`src/rtl/adder_tree_pkg.sv`:
```
`default_nettype none
// =============================================================================
// Module   : adder_tree_pkg
// Brief    : Shared helpers for the pipelined adder tree / accumulator.
// Revision : 1.0 - initial release
// =============================================================================
package adder_tree_pkg;

    localparam int LIM_W = 128;

    function automatic int clog2(input int v);
        int r;
        r = 0;
        for (int i = 0; i < 31; i++) begin
            if ((1 << i) < v) r = i + 1;
        end
        return r;
    endfunction

    // Extension bit for widening an operand: its MSB when signed, else zero.
    function automatic logic ext(input logic msb, input bit sgn);
        return msb & sgn;
    endfunction

    function automatic logic [LIM_W-1:0] sat_max(input int w, input bit sgn);
        if (sgn) return (LIM_W'(1) << (w - 1)) - LIM_W'(1);
        else     return (LIM_W'(1) << w) - LIM_W'(1);
    endfunction

    function automatic logic [LIM_W-1:0] sat_min(input int w, input bit sgn);
        if (sgn) return LIM_W'(0) - (LIM_W'(1) << (w - 1));
        else     return LIM_W'(0);
    endfunction

endpackage
`default_nettype wire

```
`src/rtl/adder_tree_acc_if.sv`:
```
`default_nettype none
// =============================================================================
// Module   : adder_tree_acc_if
// Brief    : Sample stream in, accumulated result stream out.
// Revision : 1.0 - initial release
// =============================================================================
interface adder_tree_acc_if
    import adder_tree_pkg::*;
#(
    parameter int N     = 8,
    parameter int M     = 4,
    parameter int ACC_W = N + clog2(M) + 4
);
    logic               in_valid;
    logic [M*N-1:0]     in_data;
    logic               in_acc;
    logic               in_clr;
    logic               out_valid;
    logic [ACC_W-1:0]   out_sum;
    logic               out_sat;

    modport master (
        output in_valid, in_data, in_acc, in_clr,
        input  out_valid, out_sum, out_sat
    );

    modport slave (
        input  in_valid, in_data, in_acc, in_clr,
        output out_valid, out_sum, out_sat
    );
endinterface
`default_nettype wire

```
`src/rtl/adder_stage.sv`:
```
`default_nettype none
// =============================================================================
// Module   : adder_stage
// Brief    : One registered level of the adder tree: K operands -> K/2 sums.
// Revision : 1.0 - initial release
// =============================================================================
module adder_stage
    import adder_tree_pkg::*;
#(
    parameter int W      = 8,
    parameter int K      = 4,
    parameter int SIGNED = 0
) (
    input  wire logic                     clk,
    input  wire logic                     rst_n,
    input  wire logic [K*W-1:0]           i_data,
    input  wire logic                     i_valid,
    input  wire logic                     i_acc,
    input  wire logic                     i_clr,
    output logic      [(K/2)*(W+1)-1:0]   o_data,
    output logic                          o_valid,
    output logic                          o_acc,
    output logic                          o_clr
);
    localparam int OW    = W + 1;
    localparam int P     = K / 2;
    localparam bit c_SGN = (SIGNED != 0);

    logic r_valid;
    logic r_acc;
    logic r_clr;

    for (genvar p = 0; p < P; p++) begin : g_pair
        logic [W-1:0]  w_a;
        logic [W-1:0]  w_b;
        logic [OW-1:0] w_sum;
        logic [OW-1:0] r_sum;

        assign w_a   = i_data[(2*p)*W +: W];
        assign w_b   = i_data[(2*p+1)*W +: W];
        // One extra bit per level keeps the pairwise add exact.
        assign w_sum = {ext(w_a[W-1], c_SGN), w_a} + {ext(w_b[W-1], c_SGN), w_b};

        always_ff @(posedge clk or negedge rst_n) begin
            if (!rst_n) r_sum <= '0;
            else        r_sum <= w_sum;
        end

        assign o_data[p*OW +: OW] = r_sum;
    end

    always_ff @(posedge clk or negedge rst_n) begin
        if (!rst_n) begin
            r_valid <= 1'b0;
            r_acc   <= 1'b0;
            r_clr   <= 1'b0;
        end else begin
            r_valid <= i_valid;
            r_acc   <= i_acc;
            r_clr   <= i_clr;
        end
    end

    assign o_valid = r_valid;
    assign o_acc   = r_acc;
    assign o_clr   = r_clr;

endmodule
`default_nettype wire

```
`src/rtl/adder_tree_acc.sv`:
```
`default_nettype none
// =============================================================================
// Module   : adder_tree_acc
// Brief    : Pipelined M-operand adder tree feeding a saturating accumulator.
// Revision : 1.0 - initial release
// =============================================================================
module adder_tree_acc
    import adder_tree_pkg::*;
#(
    parameter int N      = 8,
    parameter int M      = 4,
    parameter int SIGNED = 0,
    parameter int ACC_W  = N + clog2(M) + 4
) (
    input  wire logic         clk,
    input  wire logic         rst_n,
    adder_tree_acc_if.slave   io
);
    localparam int L     = clog2(M);
    localparam int SW    = N + L;
    localparam bit c_SGN = (SIGNED != 0);
    localparam logic [ACC_W-1:0] c_MAX = ACC_W'(sat_max(ACC_W, c_SGN));
    localparam logic [ACC_W-1:0] c_MIN = ACC_W'(sat_min(ACC_W, c_SGN));

    for (genvar k = 1; k <= L; k++) begin : g_lvl
        localparam int W = N + k - 1;
        localparam int K = M >> (k - 1);

        logic [K*W-1:0]         w_din;
        logic                   w_vin;
        logic                   w_ain;
        logic                   w_cin;
        logic [(K/2)*(W+1)-1:0] w_dout;
        logic                   w_vout;
        logic                   w_aout;
        logic                   w_cout;

        if (k == 1) begin : g_head
            assign w_din = io.in_data;
            assign w_vin = io.in_valid;
            assign w_ain = io.in_acc;
            assign w_cin = io.in_clr;
        end else begin : g_link
            assign w_din = g_lvl[k-1].w_dout;
            assign w_vin = g_lvl[k-1].w_vout;
            assign w_ain = g_lvl[k-1].w_aout;
            assign w_cin = g_lvl[k-1].w_cout;
        end

        adder_stage #(
            .W      (W),
            .K      (K),
            .SIGNED (SIGNED)
        ) u_stage (
            .clk     (clk),
            .rst_n   (rst_n),
            .i_data  (w_din),
            .i_valid (w_vin),
            .i_acc   (w_ain),
            .i_clr   (w_cin),
            .o_data  (w_dout),
            .o_valid (w_vout),
            .o_acc   (w_aout),
            .o_clr   (w_cout)
        );
    end

    logic [SW-1:0]    w_tree;
    logic             w_tv;
    logic             w_ta;
    logic             w_tc;
    logic [ACC_W-1:0] w_s;
    logic [ACC_W:0]   w_t;
    logic             w_ovf;
    logic [ACC_W-1:0] w_next;

    logic [ACC_W-1:0] r_acc;
    logic             r_sat;
    logic             r_valid;

    assign w_tree = g_lvl[L].w_dout;
    assign w_tv   = g_lvl[L].w_vout;
    assign w_ta   = g_lvl[L].w_aout;
    assign w_tc   = g_lvl[L].w_cout;

    if (ACC_W > SW) begin : g_widen
        assign w_s = {{(ACC_W-SW){ext(w_tree[SW-1], c_SGN)}}, w_tree};
    end else begin : g_exact
        assign w_s = w_tree;
    end

    assign w_t = {ext(r_acc[ACC_W-1], c_SGN), r_acc} + {ext(w_s[ACC_W-1], c_SGN), w_s};

    // Signed overflow shows as disagreement between the guard bit and the MSB;
    // the guard bit then gives the direction of the overshoot.
    always_comb begin
        w_ovf  = 1'b0;
        w_next = w_t[ACC_W-1:0];
        if (c_SGN) w_ovf = w_t[ACC_W] ^ w_t[ACC_W-1];
        else       w_ovf = w_t[ACC_W];
        if (w_ovf) w_next = (c_SGN && w_t[ACC_W]) ? c_MIN : c_MAX;
    end

    always_ff @(posedge clk or negedge rst_n) begin
        if (!rst_n) begin
            r_valid <= 1'b0;
            r_acc   <= '0;
            r_sat   <= 1'b0;
        end else begin
            r_valid <= w_tv;
            if (w_tv) begin
                if (!w_ta || w_tc) begin
                    r_acc <= w_s;
                    r_sat <= 1'b0;
                end else begin
                    r_acc <= w_next;
                    if (w_ovf) r_sat <= 1'b1;
                end
            end
        end
    end

    assign io.out_valid = r_valid;
    assign io.out_sum   = r_acc;
    assign io.out_sat   = r_sat;

endmodule
`default_nettype wire

```
`src/flat_wrapper.sv`:
```
// flat-port wrapper written by rule: the top's interface ports become plain ports
module adder_tree_acc_flat import adder_tree_pkg::*;
#(
    parameter int N      = 8,
    parameter int M      = 4,
    parameter int SIGNED = 0,
    parameter int ACC_W  = N + clog2(M) + 4
)
  (clk, rst_n, io_in_valid, io_in_data, io_in_acc, io_in_clr, io_out_valid, io_out_sum, io_out_sat);
  adder_tree_acc_if #(.N(N), .M(M), .ACC_W(ACC_W)) io_i ();
  input  wire logic clk;
  input  wire logic rst_n;
  input wire logic [$bits(io_i.in_valid)-1:0] io_in_valid;
  input wire logic [$bits(io_i.in_data)-1:0] io_in_data;
  input wire logic [$bits(io_i.in_acc)-1:0] io_in_acc;
  input wire logic [$bits(io_i.in_clr)-1:0] io_in_clr;
  output wire logic [$bits(io_i.out_valid)-1:0] io_out_valid;
  output wire logic [$bits(io_i.out_sum)-1:0] io_out_sum;
  output wire logic [$bits(io_i.out_sat)-1:0] io_out_sat;
  assign io_i.in_valid = io_in_valid;
  assign io_i.in_data = io_in_data;
  assign io_i.in_acc = io_in_acc;
  assign io_i.in_clr = io_in_clr;
  assign io_out_valid = io_i.out_valid;
  assign io_out_sum = io_i.out_sum;
  assign io_out_sat = io_i.out_sat;
  adder_tree_acc #(.N(N), .M(M), .SIGNED(SIGNED), .ACC_W(ACC_W)) u_core (.clk(clk), .rst_n(rst_n), .io(io_i));
endmodule
```
`config.mk`:
```
export PLATFORM = sky130hd
export DESIGN_NAME = adder_tree_acc_flat
export DESIGN_NICKNAME = d
export VERILOG_FILES = /design/src/rtl/adder_tree_pkg.sv /design/src/rtl/adder_tree_acc_if.sv /design/src/rtl/adder_stage.sv /design/src/rtl/adder_tree_acc.sv /design/src/flat_wrapper.sv
export SDC_FILE = /design/constraint.sdc
export NUM_CORES = 1
export LEC_CHECK = 0
export ABC_CLOCK_PERIOD_IN_PS = 2800
export CORE_MARGIN = 1.5
export CORE_UTILIZATION = 40
export CTS_BUF_LIST = sky130_fd_sc_hd__clkbuf_8
export DETAILED_ROUTE_END_ITERATION = 16
export PLACE_DENSITY = 0.68
export SYNTH_ARGS = -nofsm -noshare
export SYNTH_HDL_FRONTEND = slang
export SYNTH_SLANG_ARGS = --single-unit
```
`constraint.sdc`:
```
create_clock -name clk -period 2.8 [get_ports clk]
set_input_delay 0.56 -clock clk [delete_from_list [all_inputs] [get_ports clk]]
set_output_delay 0.56 -clock clk [all_outputs]
set_load 0.01 [all_outputs]
```
### Word level (Yosys, flattened, before mapping)

Index checks and enable logic that the tools add are counted.

* $add $sub $neg: 4
* mux-type cells: 4
* reduce and logical (&&, ||, !) cells: 4

Operator list (number)
* $mux W14: 2
* $add A8 B8 Y9: 2
* $add A14 B10 Y15: 1
* $add A9 B9 Y10: 1
* $mux W1: 2
* $reduce_and A2 Y1: 1
* $reduce_bool A2 Y1: 1
* $logic_not A1 Y1: 1
* $logic_or A1 B1 Y1: 1

* flip-flop bits (word level): 50
* input port bits: 37
* output and inout bits: 16

### Logic depth before layout (Yosys ltp)

* word-level depth: 4
* depth in mapped cells: 9
* mapped depth without buffers: 8

### Modules after synthesis

Synthesis repeated with hierarchy kept, for this count alone.

* cells, all modules: 309
* area, all modules: 3215.6 sq um

Modules (own cells, without submodules)
* adder_tree_acc: times used 1, cells an instance 156, area an instance 1381.3 sq um
* adder_stage (u_core.g_lvl[1].u_stage): times used 1, cells an instance 98, area an instance 1154.9 sq um
* adder_stage (u_core.g_lvl[2].u_stage): times used 1, cells an instance 55, area an instance 679.4 sq um

### Worst setup path before layout

OpenSTA, ideal clock, no wires.

* path type: reg-to-reg
* from: register u_core.r_acc[0] (netlist: u_core.io.out_sum[0])
* to: register u_core.r_acc[6] (netlist: u_core.io.out_sum[6])
* library setup time: 0.123 ns
* arrival time: 2.075 ns
* required time: 2.677 ns
* path slack: 0.602 ns
* cell stages (with the launch flop): 10
* path buffers: 1
* cell sequence: dfrtp_1 -> ha_1 -> fa_1 -> a21oi_2 -> o21ai_2 -> o22ai_2 -> a21bo_1 -> buf_6 -> nand3_2 -> o221a_1

* cells in the longest elaborated chain, start to end: 3

Ends and longest elaborated chain
* start: declaration: RTL line adder_tree_acc.sv:77 `logic [ACC_W-1:0] r_acc;`
* start signal: assignment: RTL line adder_tree_acc.sv:113 `r_acc <= w_s;`
* start signal: assignment: RTL line adder_tree_acc.sv:116 `r_acc <= w_next;`
* $add A14 B10 Y15: RTL line adder_tree_acc.sv:92 `assign w_t = {ext(r_acc[ACC_W-1], c_SGN), r_acc} + {ext(w_s[ACC_W-1], c_SGN), w_s};`
* $mux W14: RTL line adder_tree_acc.sv:101 `if (w_ovf) w_next = (c_SGN && w_t[ACC_W]) ? c_MIN : c_MAX;`
* $mux W14: RTL line adder_tree_acc.sv:112 `if (!w_ta || w_tc) begin`

No other way between the ends.
A chain may end at the register's enable or synchronous reset.

### Worst setup path after layout

* from: register u_core.r_acc[0] (netlist: u_core.io.out_sum[0])
* to: register u_core.r_acc[11] (netlist: u_core.io.out_sum[11])

The elaborated chain is that of the path after synthesis.

==> flow_results.org <==
** GRT
- The number of antenna violations at the first check in global routing was 0.
- The total overflow left after global routing is 0.
- GRT Overall Usage :: 0.155
- Number of global-route vias before repair :: 2170
- Maximum number of pins on one net before global-route repair :: ~50
- The first global-routing pass estimated 9.36 mm of wire.

** Timing
- Hold_ws :: approximately 0.34 ns
- Worst max-slew margin expressed relative to the limit :: 0.595
- The worst path needs between 2 and 2.5 ns of the cycle, external delays included.
- Based on the critical path, the design can be clocked at up to 420 MHz.
- Setup violations remaining at the end of the flow were counted as 0.
- Transition time of the tightest slew-check pin :: slightly above 0.6 ns
- Final-report max-slew violation count :: 0
- Setup repair after global routing left no endpoint under its margin.
- Hold violation total from the final report :: 0
- For the final routed database, the setup TNS stands at 0 ns.
- In the finished design, the share of the clock period the worst path needs comes to 0.850.
- The clock arrives with ~0.0059 ns of skew.

** Route
- In this run the remaining antenna-violating nets after routing total 0.
- Dividing the detail-routed via count by the number of cells gives about 5.1.
- After detailed routing, the wire length on met1 is about 2.3 mm.
- Routed length per instance :: 12.7 um
- In the routed design, unresolved DRC markers number 0.
- Length of the first detailed-routing pass in iterations :: 4
- Wire segments on met2 add up to ~2.7 mm in the final route.
- The first routing iteration left 54 violations.
- Signal routing reaches up to met4.
- Summed over all layers, the routed wires come to roughly 5.4 mm.
- Summed over all nets, wire length on met3 after detailed routing comes to ~240 um.
- For this block, the via count after detailed routing is around 2.2k.

** Floorplan
- During I/O placement, the number of pins put on the boundary was 53.
- Chip Height :: around 89 um
- Horizontal extent of the die :: slightly below 90 um
- The die covers 7850 sq um.
- Initial cell density of the core :: 0.408
- The core region is 7180 sq um.
- Std-Cell Rows :: 31

** Final layout
- Count of filler cells inserted in the layout :: ~640
- The repair_antennas step left the layout with diodes totalling 0.
- Measured on the finished design, the core utilization comes to 0.513.
- Summing all multi-input logic gate instances after layout gives about 1600 sq um.
- Syn-to-layout area delta :: 25.6%
- Net total in the final layout :: approximately 400
- Of the cells placed in the final design, the portion with a size suffix greater than 1 is 0.0864.
- Number of non-filler instances in the completed layout :: 423
- The sequential cells in the finished layout cover a total of ~1300 sq um.

** CTS
- H-tree depth reported by CTS :: 2
- CTS Hold Bufs :: 0
- Post-CTS Resized :: 0
- Clock latency reported for the late side of the worst-skew pair :: around 0.3 ns
- Clock-pin slew was measured on the worst setup and hold paths at around 0.090 ns.
- Cts bufs inserted :: 5
- The number of setup buffers added after CTS is 0.
- CTS tree :: done
- In this run the clock root is driven by a clkbuf_8.
- Number of clock sinks :: 50
- Max Root-Sink Buffers :: 2

** Critical path
- The startpoint identified for the worst register-to-register timing path is u_core.io.out_sum[0].
- Traced cell by cell, the critical path runs through ha_1, fa_1, a21oi_2, o21ai_2, o22ai_2, a21bo_1, buf_4, a41oi_1, o22a_1.
- The worst setup path is launched from a register.
- On the worst path, the slowest cell contributes a delay of between 0.4 and 0.5 ns.
- Maximum fanout count along the critical path :: 9
- The worst register-to-register path has a depth of 9.
- STA classifies the critical path endpoint as a register.
- Capturing point of the worst reg2reg path :: u_core.io.out_sum[11]
- Setup slack of the most critical reg-to-reg path :: around 0.42 ns
- At the worst endpoint, the required time is about 3 ns.
- CP bufs+invs :: 1
- Worst endpoint data arrival time :: between 2 and 3 ns
- The cell family contributing the most delay on the critical path is compound AO/OA/AOI/OAI gates.
- Among all stages on the critical path, the largest delay is contributed by fa_1.
- The critical path is of the register to register type.

** Min path
- Path type of the worst min-delay path :: input port to async pin

** Logic synthesis
- Yosys printed 0 warnings.
- The synthesized netlist contains 46 unique library cells.
- Area of the mapped netlist :: approximately 2900 sq um
- Part of the Yosys area used for sequential elements :: 0.427
- Prevailing post-synth register cell :: dfrtp_1
- Counting flops with an async set or reset pin after synthesis yields a share of 1.00.
- Count of state elements after synthesis :: 50
- Gate Count Post-Synth :: 266
- Nets in the synthesized netlist :: approximately 340
- Syn avg cell area :: between 10 and 15 sq um
- Number of enable-type register cells in the synthesized netlist :: 0

** Place
- The number of placed instances, taps included, is 415.
- Count of buffers inserted at the top-level ports :: 52
- At the end of routability-driven placement, the weighted congestion stood at 0.819.
- DP Wirelength :: 4.15 mm

** Flow run
- Maxcap violations :: 0

** Power and ir drop
- Summed over all cells, the static leakage comes to ~1.6 nW.
- VDD sags by at most ~0.00025 V.
- Post-layout total power :: 3.30 mW
- Power spread over the standard cell area amounts to between 800 and 900 nW/um^2.

** Run status
- The flow ran to the end, and the final reports show no timing, DRC or antenna violations.
[cells by family (layout without fill, tap and decap cells)]
group,after synthesis,after routing,share of synthesized area
DFF,50,50,0.427
and+or+nand+nor,54,54,0.0850
buffers and inverters,12,70,0.0188
xor gates and xnor gates,27,27,0.0807
AOI/OAI and AO/OA,84,84,0.212
adders and majority gates,39,39,0.177
[how the worst max path moves through the flow]
stage,cells after the start,from,endpoint,slack (ns)
CTS,9,u_core.io.out_sum[0],u_core.io.out_sum[11],0.40
global route,9,u_core.io.out_sum[0],u_core.io.out_sum[11],0.26
finish,9,u_core.io.out_sum[0],u_core.io.out_sum[11],0.42
global placement,8,io_in_data[0],u_core.g_lvl[1].u_stage.g_pair[0].r_sum[8],0.25
detailed placement,8,io_in_data[0],u_core.g_lvl[1].u_stage.g_pair[0].r_sum[8],0.22
floorplan,9,u_core.io.out_sum[0],u_core.io.out_sum[6],0.60
[power breakdown]
part	switching [mW]	total, mW	internal (mW)
sequential	0.141	1.06	0.916
clock	0.244	0.512	0.268
combinational	0.872	1.73	0.861
total	1.26	3.30	2.04
[per-layer routing]
layer / GRT usage / vias up
met3: 0.0345 / 7
li1: - / 1093
met2: 0.285 / 56
met4: 0.0511 / 0
met1: 0.179 / 1009
met5: 0 / -
[state kept, by name, summed over array words and instances (netlist names)]
name                               count
u_core.g_lvl.u_stage.g_pair.r_sum     18
u_core.g_lvl.u_stage.o_acc             2
u_core.g_lvl.u_stage.o_clr             2
u_core.g_lvl.u_stage.o_data           10
u_core.g_lvl.u_stage.o_valid           2
u_core.io.out_sat                      1
u_core.io.out_sum                     14
u_core.io.out_valid                    1
[synthesized netlist by cell type, types with 2 or more instances]
cell / count / area share
a311oi_1: 2 / 0.0060
clkbuf_1: 3 / 0.0038
nor2_1: 21 / 0.027
nand2_1: 14 / 0.018
ha_1: 35 / 0.15
a21oi_2: 3 / 0.0090
dfrtp_1: 50 / 0.43
nand3_2: 2 / 0.0068
a211oi_1: 2 / 0.0051
buf_2: 2 / 0.0034
a31oi_1: 7 / 0.015
o21bai_1: 3 / 0.0077
o41ai_1: 3 / 0.0090
o21ai_0: 9 / 0.015
o21ai_1: 5 / 0.0085
xor2_1: 3 / 0.0090
a211oi_2: 3 / 0.013
nor3_1: 6 / 0.010
o221a_1: 3 / 0.012
or3_1: 4 / 0.0085
xnor2_1: 24 / 0.072
fa_1: 4 / 0.027
a21oi_1: 16 / 0.027
inv_1: 6 / 0.0077
a21o_1: 15 / 0.038
[per-stage QoR]
stage | area (sq um) | setup WS, ns
floorplan | 2930 | 0.602
global placement | 3570 | 0.255
detailed placement | 3570 | 0.222
CTS | 3680 | 0.398
global route | 3680 | 0.264
finish | 3680 | 0.420
[cells in the final DEF, fill, tap and decap left out, types with 4 or more instances in the layout]
master           count
o21ai_0              9
o21ai_1              5
nand2_1             14
a31oi_1              7
nor2_1              21
or3_1                4
clkbuf_8             5
a21o_1              15
clkdlybuf4s50_1     51
a21oi_1             16
ha_1                35
dfrtp_1             50
xnor2_1             24
fa_1                 4
nor3_1               6
buf_4                4
inv_1                6
[final cells by class]
| type | count | share of cell area |
|---|---|---|
| multi-input combinational | 204 | 0.441 |
| sequential | 50 | 0.340 |
| timing repair buffer | 56 | 0.148 |
| tap | 99 | 0.0337 |
| clock buffer | 5 | 0.0187 |
| clock inverter | 3 | 0.0119 |
| inverter | 6 | 0.00612 |
Note: power is estimated with default switching activity, not from simulation.
